### src/rtl/fifo_pkg.sv
// Shared FIFO helpers: pointer code conversions and default widths, used by both
// the read-side and write-side controllers.
package fifo_pkg;

  localparam int unsigned DefDataWidth = 8;
  localparam int unsigned DefAddrWidth = 4;

  // Binary to Gray; callers truncate the result to their pointer width.
  function automatic logic [31:0] bin2gray(input logic [31:0] bin);
    return bin ^ (bin >> 1);
  endfunction

  // Gray to binary; upper bits beyond the caller's pointer width must be zero.
  function automatic logic [31:0] gray2bin(input logic [31:0] gray);
    logic [31:0] bin;
    bin = '0;
    for (int i = 0; i < 32; i++) begin
      bin[i] = ^(gray >> i);
    end
    return bin;
  endfunction

endpackage

### src/rtl/fifo_read_ctrl_if.sv
// RAM read port plus output stream handshake of the FIFO read controller.
interface fifo_read_ctrl_if
  import fifo_pkg::*;
#(
  parameter int unsigned DATA_WIDTH = DefDataWidth,
  parameter int unsigned ADDR_WIDTH = DefAddrWidth
);

  logic                  read_en;
  logic [ADDR_WIDTH-1:0] read_addr;
  logic [DATA_WIDTH-1:0] ram_data;
  logic [DATA_WIDTH-1:0] data_out;
  logic                  data_valid;
  logic                  data_ready;

  // Controller side.
  modport master (
    output read_en,
    output read_addr,
    input  ram_data,
    output data_out,
    output data_valid,
    input  data_ready
  );

  // RAM and consumer side.
  modport slave (
    input  read_en,
    input  read_addr,
    output ram_data,
    input  data_out,
    input  data_valid,
    output data_ready
  );

endinterface

### src/rtl/ptr_sync.sv
// Multi-flop synchronizer for a Gray-coded pointer crossing clock domains.
module ptr_sync #(
  parameter int unsigned WIDTH       = 5,
  parameter int unsigned SYNC_STAGES = 2
) (
  input  logic             clk_i,
  input  logic             rst_ni,
  input  logic [WIDTH-1:0] d_i,
  output logic [WIDTH-1:0] q_o
);

  logic [WIDTH-1:0] stage_q [SYNC_STAGES];

  // Shift the pointer through the synchronizer chain.
  always_ff @(posedge clk_i or negedge rst_ni) begin
    if (!rst_ni) begin
      for (int i = 0; i < SYNC_STAGES; i++) begin
        stage_q[i] <= '0;
      end
    end else begin
      stage_q[0] <= d_i;
      for (int i = 1; i < SYNC_STAGES; i++) begin
        stage_q[i] <= stage_q[i-1];
      end
    end
  end

  assign q_o = stage_q[SYNC_STAGES-1];

endmodule

### src/rtl/fifo_read_ctrl.sv
// Read-side controller of an async FIFO: synchronizes the write pointer, issues
// RAM reads with one-cycle latency and buffers words in a 2-entry skid FIFO so
// the stream sustains one word per clock under a ready/valid handshake.
module fifo_read_ctrl
  import fifo_pkg::*;
#(
  parameter int unsigned DATA_WIDTH  = DefDataWidth,
  parameter int unsigned ADDR_WIDTH  = DefAddrWidth,
  parameter int unsigned SYNC_STAGES = 2
) (
  input  logic                clk_read,
  input  logic                rst_n,
  input  logic [ADDR_WIDTH:0] wr_ptr_gray,
  output logic [ADDR_WIDTH:0] rd_ptr_gray,
  output logic                empty,
  output logic [ADDR_WIDTH:0] occupancy,
  fifo_read_ctrl_if.master    bus
);

  localparam int unsigned PtrWidth = ADDR_WIDTH + 1;

  logic [PtrWidth-1:0]   wq_ptr_gray;
  logic [PtrWidth-1:0]   rd_ptr_bin_q;
  logic [PtrWidth-1:0]   rd_ptr_bin_d;
  logic [PtrWidth-1:0]   rd_ptr_gray_q;
  logic                  inflight_q;
  logic [1:0]            buf_count_q;
  logic [DATA_WIDTH-1:0] buf_q [2];
  logic                  pop;
  logic [2:0]            demand;

  ptr_sync #(
    .WIDTH       (PtrWidth),
    .SYNC_STAGES (SYNC_STAGES)
  ) u_wr_ptr_sync (
    .clk_i  (clk_read),
    .rst_ni (rst_n),
    .d_i    (wr_ptr_gray),
    .q_o    (wq_ptr_gray)
  );

  // Status, stream head and read-issue decision.
  always_comb begin
    empty          = (rd_ptr_gray_q == wq_ptr_gray);
    occupancy      = PtrWidth'(gray2bin(32'(wq_ptr_gray))) - rd_ptr_bin_q;
    bus.data_valid = (buf_count_q != 2'd0);
    bus.data_out   = buf_q[0];
    pop            = bus.data_valid & bus.data_ready;
    // Words buffered or in flight after this cycle's pop; keep it below the buffer depth.
    demand         = {1'b0, buf_count_q} + {2'b00, inflight_q} - {2'b00, pop};
    bus.read_en    = !empty && (demand < 3'd2);
    bus.read_addr  = rd_ptr_bin_q[ADDR_WIDTH-1:0];
    rd_ptr_bin_d   = rd_ptr_bin_q + PtrWidth'(1);
  end

  assign rd_ptr_gray = rd_ptr_gray_q;

  // Advance the read pointer on each issued read; track the RAM latency slot.
  always_ff @(posedge clk_read or negedge rst_n) begin
    if (!rst_n) begin
      rd_ptr_bin_q  <= '0;
      rd_ptr_gray_q <= '0;
      inflight_q    <= 1'b0;
    end else begin
      inflight_q <= bus.read_en;
      if (bus.read_en) begin
        rd_ptr_bin_q  <= rd_ptr_bin_d;
        rd_ptr_gray_q <= PtrWidth'(bin2gray(32'(rd_ptr_bin_d)));
      end
    end
  end

  // Two-entry output FIFO; entry 0 is always the head.
  always_ff @(posedge clk_read or negedge rst_n) begin
    if (!rst_n) begin
      buf_count_q <= 2'd0;
      buf_q[0]    <= '0;
      buf_q[1]    <= '0;
    end else begin
      case ({inflight_q, pop})
        2'b10: begin
          if (buf_count_q == 2'd0) buf_q[0] <= bus.ram_data;
          else                     buf_q[1] <= bus.ram_data;
          buf_count_q <= buf_count_q + 2'd1;
        end
        2'b01: begin
          buf_q[0]    <= buf_q[1];
          buf_count_q <= buf_count_q - 2'd1;
        end
        2'b11: begin
          if (buf_count_q == 2'd1) begin
            buf_q[0] <= bus.ram_data;
          end else begin
            buf_q[0] <= buf_q[1];
            buf_q[1] <= bus.ram_data;
          end
        end
        default: ;
      endcase
    end
  end

endmodule

### src/flat_wrapper.sv
// flat-port wrapper written by rule: the top's interface ports become plain ports
module fifo_read_ctrl_flat import fifo_pkg::*;
#(
  parameter int unsigned DATA_WIDTH  = DefDataWidth,
  parameter int unsigned ADDR_WIDTH  = DefAddrWidth,
  parameter int unsigned SYNC_STAGES = 2
)
  (clk_read, rst_n, wr_ptr_gray, rd_ptr_gray, empty, occupancy, bus_read_en, bus_read_addr, bus_ram_data, bus_data_out, bus_data_valid, bus_data_ready);
  fifo_read_ctrl_if #(.DATA_WIDTH(DATA_WIDTH), .ADDR_WIDTH(ADDR_WIDTH)) bus_i ();
  input  logic clk_read;
  input  logic rst_n;
  input  logic [ADDR_WIDTH:0] wr_ptr_gray;
  output logic [ADDR_WIDTH:0] rd_ptr_gray;
  output logic empty;
  output logic [ADDR_WIDTH:0] occupancy;
  output wire logic [$bits(bus_i.read_en)-1:0] bus_read_en;
  output wire logic [$bits(bus_i.read_addr)-1:0] bus_read_addr;
  input wire logic [$bits(bus_i.ram_data)-1:0] bus_ram_data;
  output wire logic [$bits(bus_i.data_out)-1:0] bus_data_out;
  output wire logic [$bits(bus_i.data_valid)-1:0] bus_data_valid;
  input wire logic [$bits(bus_i.data_ready)-1:0] bus_data_ready;
  assign bus_read_en = bus_i.read_en;
  assign bus_read_addr = bus_i.read_addr;
  assign bus_i.ram_data = bus_ram_data;
  assign bus_data_out = bus_i.data_out;
  assign bus_data_valid = bus_i.data_valid;
  assign bus_i.data_ready = bus_data_ready;
  fifo_read_ctrl #(.DATA_WIDTH(DATA_WIDTH), .ADDR_WIDTH(ADDR_WIDTH), .SYNC_STAGES(SYNC_STAGES)) u_core (.clk_read(clk_read), .rst_n(rst_n), .wr_ptr_gray(wr_ptr_gray), .rd_ptr_gray(rd_ptr_gray), .empty(empty), .occupancy(occupancy), .bus(bus_i));
endmodule
### config.mk
export PLATFORM = sky130hd
export DESIGN_NAME = fifo_read_ctrl_flat
export DESIGN_NICKNAME = d
export VERILOG_FILES = /design/src/rtl/fifo_pkg.sv /design/src/rtl/fifo_read_ctrl_if.sv /design/src/rtl/ptr_sync.sv /design/src/rtl/fifo_read_ctrl.sv /design/src/flat_wrapper.sv
export SDC_FILE = /design/constraint.sdc
export NUM_CORES = 1
export LEC_CHECK = 0
export CAP_MARGIN = 30
export CORE_MARGIN = 2
export CORE_UTILIZATION = 45
export DETAILED_ROUTE_END_ITERATION = 8
export GPL_TIMING_DRIVEN = 0
export PLACE_DENSITY = 0.74
export SYNTH_ARGS = -nofsm -noshare
export SYNTH_HDL_FRONTEND = slang
export SYNTH_HIERARCHICAL = 1
export SYNTH_SLANG_ARGS = --single-unit
export TNS_END_PERCENT = 5
### constraint.sdc
create_clock -name clk_read -period 3.1 [get_ports clk_read]
set_input_delay 0.465 -clock clk_read [delete_from_list [all_inputs] [get_ports clk_read]]
set_output_delay 0.465 -clock clk_read [all_outputs]
set_load 0.02 [all_outputs]
After elaboration in Yosys (flattened, before gate mapping). Index checks and enable logic that the tools add are counted.

Register bits after elaboration: 39. Latch bits: 0. Bits in writable memories: 0. Bits in read-only memories: 0. Input port bits: 16. Output and inout port bits: 25. Logic and storage cells: 46. Memories: 0.

$add $sub $neg: 6. $mul: 0. Divide/modulo/power cells: 0. Magnitude comparators: 1. Equal/unequal tests: 8. Shifts and indexed selects: 0. Muxes and demuxes: 7. Bitwise logic cells: 2. Reductions and logical operators: 14.

Operators by type and width (count): XOR reduction 32 bit (5); two-way mux 8 bit (4); one-hot mux 8 bit (3 select lines) (1); one-hot mux 8 bit (2 select lines) (1); nonzero test 2 bit (3); adder 5 x 1 -> 5 bit, second input constant (1); == test 5 bit (1); subtractor 5 bit (1); bitwise XOR 5 x 4 -> 5 bit (1); == test 2 x 1 -> 1 bit, second input constant (2); == test 2 bit, second input constant (2); != test 2 bit, second input constant (2); one-hot mux 2 bit (2 select lines) (1); adder 2 x 1 -> 3 bit (1); less-than comparator 3 x 2 -> 1 bit, second input constant (1); AND reduction 3 bit (1); nonzero test 3 bit (1); subtractor 3 x 1 -> 3 bit (1); adder 2 x 1 -> 2 bit, second input constant (1); logical NOT 2 bit (1); != test 2 x 1 -> 1 bit, second input constant (1); AND reduction 2 bit (1); subtractor 2 x 1 -> 2 bit, second input constant (1); bitwise AND 1 bit (1); 2 further kinds (2).

Depth between registers and ports, before layout. Gate-level depths: netlist of the first run.

Word-level depth: 5. Gate-level depth with buffers: 11. Depth with buffers taken out: 11.

Cells and area by module. The synthesis of the first run kept the hierarchy.

Modules (own cells, without submodules): fifo_read_ctrl (times used 1, cells each 160, area each 1759.2 µm², sequential area each 700.7 µm²); ptr_sync (times used 1, cells each 15, area each 287.8 µm², sequential area each 250.2 µm²).

Least setup slack after synthesis of the first run. OpenSTA, ideal clock, no wires.

Path type: register to output. Start point: register u_core.u_wr_ptr_sync.stage_q, in the netlist u_core/u_wr_ptr_sync/q_o[3]. End point: output port occupancy[4]. Data arrival time: 2.430 ns. Data required time: 2.635 ns. Path slack: 0.205 ns. Stages on the path, launching flop included: 12. Buffers on the path: 1. Cell sequence: dfrtp_1 buf_4 xor2_1 xnor2_1 xor2_1 xor2_1 ha_1 fa_1 inv_1 a21o_1 a21oi_1 xor2_1.

Cells in the longest elaborated chain, start to end: 2. Elaborated cells on any way between the ends: 5. Those cells by class: add/sub (1); reduce/logical (4).

Ends and longest elaborated chain: from (decl) (RTL line ptr_sync.sv:12) `logic [WIDTH-1:0] stage_q [SYNC_STAGES];`; from (signal, indexed assignment) (RTL line ptr_sync.sv:23) `stage_q[i] <= stage_q[i-1];`; XOR reduction 32 bit (RTL line fifo_pkg.sv:18) `bin[i] = ^(gray >> i);`; subtractor 5 bit (*) (RTL line fifo_read_ctrl.sv:45) `occupancy = PtrWidth'(gray2bin(32'(wq_ptr_gray))) - rd_ptr_bin_q;`; to (decl) (RTL line flat_wrapper.sv:15) `output logic [ADDR_WIDTH:0] occupancy;`.

Every way passes the cells marked *; elsewhere a longest branch is shown, timed or not.

Worst setup path after layout of the first run.
Start point: register u_core.u_wr_ptr_sync.stage_q, in the netlist u_core/u_wr_ptr_sync/q_o[4]. End point: output port occupancy[4].

The elaborated chain is that of the path after synthesis.

==> impl_results.md, run 1 <==
- Outcome: complete, no violations
- CP endpoint kind: output port
- Number of fill cells: around 380
- Global Route Usage Sum: 16.4%
- Finished Cell Area: between 0.002 and 0.003 mm²
- Gate power share: around three fifths
- Net Count, Synth: 202
- Int Pwr: approximately 0.0022 W
- Clk sinks: 38
- Drt initial violations: 39
- N_diodes: 0
- Hold Path Class: in2async
- Total global routing overflow: 0
- GP Congestion: roughly 0.80
- Routed vias: about 1400
- Port Buffer Count: 40
- Finished Layout Cells: 282
- Drt wl/cell: 13.3 µm
- CORE AREA: about 0.0044 mm²
- Synth area leaders: dfrtp_1 46%, xnor2_1 7.7%, ha_1 5.5%
- Placed Instances: 267
- Starting density of the core: 47.0%
- Die height: around 71 µm
- H-Tree Depth: 2
- Die Wd: 71.4 µm
- Max Cap Violations: 0
- Pwr dens: 1300 mW/mm²
- Number of synthesized flops with an enable pin: 0
- Psw: approximately 0.0014 W
- Syn avg cell area: 11.7 µm²
- Post-DR vias/cell: 4.99
- Synth top area share: a little under half
- Later-pin clock latency in the skew report: 0.29 ns
- Io pins: roughly 40
- Cell area after placement: 0.00251 mm²
- P_leak: 1.22 nW
- Critical path buffers and inverters: 2
- Syn Inst Count: 175
- Min Clock Period, post-route: 3.06 ns
- Synth-to-Final Area Change: 34.6%
- Number of global-route vias before repair: 1424
- Post-DP HPWL: 2620 µm
- Synth cell count leaders: 38 x dfrtp_1, 18 x xnor2_1, 15 x inv_1
- Die Footprint: 0.00510 mm²
- Worst path most repeated cell: xor2_1
- First-pass GRT wire length: 6540 µm
- Final net count: about 260
- CTS clk-pin slew, worst paths: 0.08 ns
- Initial antenna violation count: 0
- Clock buffer count from CTS: 5
- Sequential element share of the synthesized area: 46.5%
- Flop pwr share: 24.3%
- Switching share of power: 39.0%
- Final Util: 63.3%
- Required @ worst endpoint: 2.63 ns
- Detailed Route WL: 3750 µm
- Distinct cell type count after synthesis: 35
- Yosys reg bits: 38
- CP top delay family: XOR/XNOR gates
- Critical path fanouts, max: 2
- Slowest stage delay, CP: 0.45 ns
- CTS tree: built
- Ys flop type: dfrtp_1
- Worst slew pin tran: 0.816 ns
- Register area: 955 µm²
- Fraction of layout cells with a size suffix above 1: around a quarter
- Clk_skew: 0.00605 ns
- VDD IR-drop max: 0.664 mV
- Final hold violations: 0
- RSZ-0062 raised after global routing: yes
- Drt first pass iters: 4
- Largest net degree at the start of global routing: 39
- Most common cell in the netlist: dfrtp_1
- Residual DRC: 0
- Critical Path AT: 2.59 ns
- Asr flop ratio synth: 100%
- Clock root buffer master: clkbuf_8
- CP Launch Type: flip-flop
- Fmax: 327 MHz
- Ordered cell list for the critical path: xor2_4 -> xnor2_2 -> xor2_2 -> xor2_1 -> ha_2 -> fa_2 -> inv_1 -> a21o_1 -> a21oi_2 -> xor2_1 -> buf_4
- Clock Path Buffers: 2
- Clk pwr share: 14.0%
- Fin crit share: a little over nine tenths
- # rows: 24
- Fin Hold WS: 0.262 ns
- Max-slew violation count: 0
- CP max stage cell: dfrtp_2
- Final setup fails: 0
- Post-Synthesis Cell Area: 0.00205 mm²
- Critical path class: reg2out
- Worst slew margin: between 40% and 50%
- Antenna-violating nets left: 0
- Setup TNS: 0 ns
- Yosys warning count: 6
- Multi-input gate area: around 990 µm²
- Synth area leader: dfrtp_1
[power by group through the flow]
stage	Combinational (W)	Clock [W]	Sequential, W
2_1_floorplan	0.00142	0	0.000922
3_3_place_gp	0.00207	0	0.000885
3_5_place_dp	0.00211	0	0.000890
4_1_cts	0.00212	0.000514	0.000874
5_1_grt	0.00241	0.000532	0.000901
6_report	0.00222	0.000501	0.000870
[cell type report]
class | instances | share of cell area, %
repair buffers | 49 | 16.5
multi-input cells | 106 | 36.0
well taps | 52 | 2.36
plain buffers | 14 | 3.50
clock inverters | 3 | 2.50
clock buffers | 5 | 2.50
inverters | 15 | 2.04
flip-flops and latches | 38 | 34.7
[logic make-up after synthesis]
kind of cell / Yosys count / share of synthesized area (%)
AO/OA/AOI/OAI: 31 / 11.3
XOR/XNOR: 25 / 12.0
adder cells (fa/ha/maj): 11 / 7.46
buffers and inverters: 31 / 8.19
flip-flops: 38 / 46.5
multiplexers: 13 / 8.07
AND/OR/NAND/NOR: 26 / 6.54
[state kept, by name, summed over array words and instances (netlist names)]
register,count
u_core/buf_count_q,2
u_core/inflight_q,1
u_core/u_wr_ptr_sync/q_o,5
u_core/u_wr_ptr_sync/stage_q,5
u_core/buf_q,8
u_core/rd_ptr_gray,5
u_core/bus.data_out,8
u_core/rd_ptr_bin_q,4
[routing by layer]
layer / GRT usage (%) / vias to the layer above / share of wire, %
met5: 0 / - / 0
met4: 6.92 / 0 / 1.4
met3: 3.23 / 7 / 5.2
met2: 27.4 / 36 / 51
met1: 21.0 / 682 / 43
li1: - / 681 / -
[through the flow]
step	worst slack [ns]	total power (W)
after detailed placement	-0.463	0.00300
after global placement	-0.412	0.00296
after global routing	-0.0819	0.00385
after CTS	-0.159	0.00351
final	0.0450	0.00359
after floorplan	0.205	0.00234
[final timing paths]
kind,slack (ns),depth (start not counted),start,endpoint
max in group asynchronous,2.27,1,rst_n,u_core/u_wr_ptr_sync/q_o[4]$_DFF_PN0_
worst max-delay path,0.04,11,u_core/u_wr_ptr_sync/q_o[4]$_DFF_PN0_,occupancy[4]
worst min-delay path,0.26,1,rst_n,u_core/rd_ptr_gray[0]$_DFFE_PN0P_
worst min register to register,0.35,0,u_core/u_wr_ptr_sync/stage_q[8]$_DFF_PN0_,u_core/u_wr_ptr_sync/q_o[3]$_DFF_PN0_
min in group clk_read,0.35,0,u_core/u_wr_ptr_sync/stage_q[8]$_DFF_PN0_,u_core/u_wr_ptr_sync/q_o[3]$_DFF_PN0_
worst max register to register,0.61,10,u_core/buf_count_q[0]$_DFFE_PN0P_,u_core/rd_ptr_gray[2]$_DFFE_PN0P_
[what timing repair did]
| item | CTS | global route |
|---|---|---|
| buffers inserted | 2 | 7 |
| setup endpoints to repair | 6 | 4 |
| endpoints found under the hold margin | 0 | 0 |
| pin swaps | 2 | 8 |
| resized for setup | 20 | 8 |
| hold buffers | 0 | 0 |
[cells in the final DEF, fill, tap and decap left out, types with 3 or more instances in the layout]
cell	instances
a21oi_1	9
a22oi_1	8
buf_2	3
buf_4	21
clkbuf_8	5
clkdlybuf4s50_1	34
dfrtp_1	35
dfrtp_2	3
ha_1	7
inv_1	15
mux2_1	6
mux2_4	5
nand2_1	7
nor2_1	10
xnor2_1	17
xor2_1	3
(Power assumes the default switching activity.)
==> inputs of run 2 (changes only) <==
Settings changed: SLEW_MARGIN from default to 20.
==> run 2 against run 1 <==
  * Clock skew is 0.00096 ns lower
  * Sequential power fell by 0.6%
  * Setup slack improved by 0.0075 ns
  * Non-clock buffer count fell by 2
  * Via count about the same
  * Critical endpoint unchanged
  * Critical path type unchanged
  * Clock power is essentially flat
  * Power fell by 1.2%
  * Highest routed layer unchanged
  * Cell count decreased by 0.71%
  * Utilization up 0.057 points
==> impl_results.md, run 2 (synthesis gave the netlist of run 1 again) <==
- Commonest non-fill, non-tap cell in the layout: dfrtp_1
- Number of fill cells: 368 (-3.4%)
- Required @ worst endpoint: 2.63 ns (about the same)
- Critical Path AT: 2.58 ns (about the same)
- Antenna-violating nets left: 0 (unchanged)
- Commonest non-fill, non-tap cells in the layout: 35 x dfrtp_1, 34 x clkdlybuf4s50_1, 18 x buf_4
- Clock Path Buffers: 2 (unchanged)
- Port Buffer Count: 40 (unchanged)
- Global Route Usage Sum: 16.4% (-0.035 points)
- CTS clk-pin slew, worst paths: 0.08 ns (about the same)
- Max-slew violation count: 0 (unchanged)
- Pre-CTS setup slack: -0.454 ns (+0.00879 ns)
- Fraction of layout cells with a size suffix above 1: 25.9% (-0.64 points)
- Fin crit share: 98.3% (-0.24 points)
- P_leak: 1.22 nW (about the same)
- Reg-to-reg endpoint: u_core/rd_ptr_bin_q[1]$_DFFE_PN0P_
- Io pins: 41 (unchanged)
- H-Tree Depth: 2 (unchanged)
- Final net count: 254 (-0.78%)
- Starting density of the core: 47.0% (unchanged)
- RSZ-0062 raised after global routing: yes
- Final setup fails: 0 (unchanged)
- Drt wl/cell: 13.4 µm (+0.82%)
- First-pass GRT wire length: 6510 µm (-0.43%)
- # rows: 24 (unchanged)
- Outcome: complete, no violations
- Routed vias: 1407 (+0.071%)
- CTS tree: built
- Total global routing overflow: 0 (unchanged)
- Cell area after placement: 0.00253 mm² (+0.80%)
- Pwr dens: 1290 mW/mm² (-1.3%)
- Final worst slack: 0.0524 ns (+0.00745 ns)
- Worst slew pin tran: 0.410 ns (-0.406 ns)
- Drt first pass iters: 5 (+1)
- R2R cell count: 11 (+1)
- Post-DR vias/cell: 5.03 (+0.79%)
- Drt initial violations: 49 (+26%)
- Worst slew margin: 72.6% (+27 points)
- Die Footprint: 0.00510 mm² (unchanged)
- GP Congestion: 0.804 (unchanged)
- Fmax: 328 MHz (+0.24%)
- VDD IR-drop max: 0.596 mV (-10%)
- Critical path class: reg2out
- CORE AREA: 0.00435 mm² (unchanged)
- Later-pin clock latency in the skew report: 0.29 ns (about the same)
- Hold Path Class: in2async
- # hold bufs at CTS: 0 (unchanged)
- Clk_skew: 0.00508 ns (-0.000964 ns)
- Residual DRC: 0 (unchanged)
- Clock root buffer master: clkbuf_8
- Detailed Route WL: 3750 µm (+0.11%)
- FF-to-FF Start: u_core/buf_count_q[0]$_DFFE_PN0P_
- Total power: 0.00354 W (-1.2%)
- Critical path fanouts, max: 2 (unchanged)
- CP endpoint kind: output port
- Clk sinks: 38 (unchanged)
- Min Clock Period, post-route: 3.05 ns (-0.00745 ns)
- Fin Hold WS: 0.0635 ns (-0.199 ns)
- Final hold violations: 0 (unchanged)
- Finished Cell Area: 0.00276 mm² (about the same)
- CP Launch Type: flip-flop
- Initial antenna violation count: 0 (unchanged)
- Post-DP HPWL: 2700 µm (+3.1%)
- Max Cap Violations: 0 (unchanged)
- N_diodes: 0 (unchanged)
- Clock buffer count from CTS: 5 (unchanged)
- Synth-to-Final Area Change: 34.7% (about the same)
- Die Wd: 71.4 µm (unchanged)
- R2R Setup Slk: 0.67 ns (+0.06 ns)
- Largest net degree at the start of global routing: 26 (-33%)
- Die height: 71.4 µm (unchanged)
- Number of global-route vias before repair: 1394 (-2.1%)
[run 2: cell types whose count changed in the layout (fill, tap and decap cells not counted), sizes merged]
cell,before,now
buf,24,22
[run 2: cell type report]
type	instances	area [µm²]	share of cell area [%]
Multi-Input combinational cell	106	996	36.1
Tap cell	52	65.1	2.36
Clock inverter	3	68.8	2.50
Clock buffer	5	68.8	2.50
Timing Repair Buffer	47	452	16.4
Inverter	15	56.3	2.04
Sequential cell	38	955	34.6
Buffer	14	96.3	3.49
[run 2: layer usage]
layer,global-route usage [%],share of wire [%]
met5,0,0
met4,5.87,1.3
met3,3.09,5.0
met2,26.7,51
met1,22.0,42
[run 2: what timing repair did]
item                                   CTS  global route
pin swaps                                2             7
cloned                                   0             0
buffers inserted                         3             3
setup endpoints to repair                6             4
resized for setup                       21             8
endpoints found under the hold margin    0             0
[run 2: report_power, final]
group          leakage, nW  total, W  switching, W  internal, W
clock network       0.0683  0.000503      0.000181     0.000322
logic                0.713   0.00218       0.00105      0.00113
registers            0.443  0.000865      0.000161     0.000704
[run 2: stage by stage]
step / cells / TNS (ns) / utilization (%)
final: 280 / 0 / 63.3
after global routing: 280 / -0.0895 / 63.3
after CTS: 279 / -0.0247 / 62.6
after detailed placement: 268 / -1.18 / 58.0
after global placement: 267 / -1.03 / 57.7
after floorplan: 175 / 0 / -
[run 2: critical path, stage by stage, from the launching register on]
cell,delay [ns]
dfrtp_2,0.44
xor2_4,0.20
xnor2_2,0.21
xor2_2,0.19
xor2_1,0.16
ha_2,0.22
fa_2,0.21
inv_1,0.04
a21o_1,0.15
a21oi_2,0.12
xor2_1,0.17
buf_4,0.17
[run 2: how the worst max path moves through the flow]
stage / from / endpoint / slack [ns] / depth (start not counted)
after global routing: u_core/u_wr_ptr_sync/q_o[4]$_DFF_PN0_ / occupancy[4] / -0.09 / 11
after floorplan: u_core/u_wr_ptr_sync/q_o[3]$_DFF_PN0_ / occupancy[4] / 0.20 / 11
final: u_core/u_wr_ptr_sync/q_o[4]$_DFF_PN0_ / occupancy[4] / 0.05 / 11
after global placement: bus_data_ready / bus_read_en / -0.41 / 9
after CTS: u_core/u_wr_ptr_sync/q_o[3]$_DFF_PN0_ / occupancy[4] / -0.02 / 12
after detailed placement: bus_data_ready / bus_read_en / -0.45 / 9
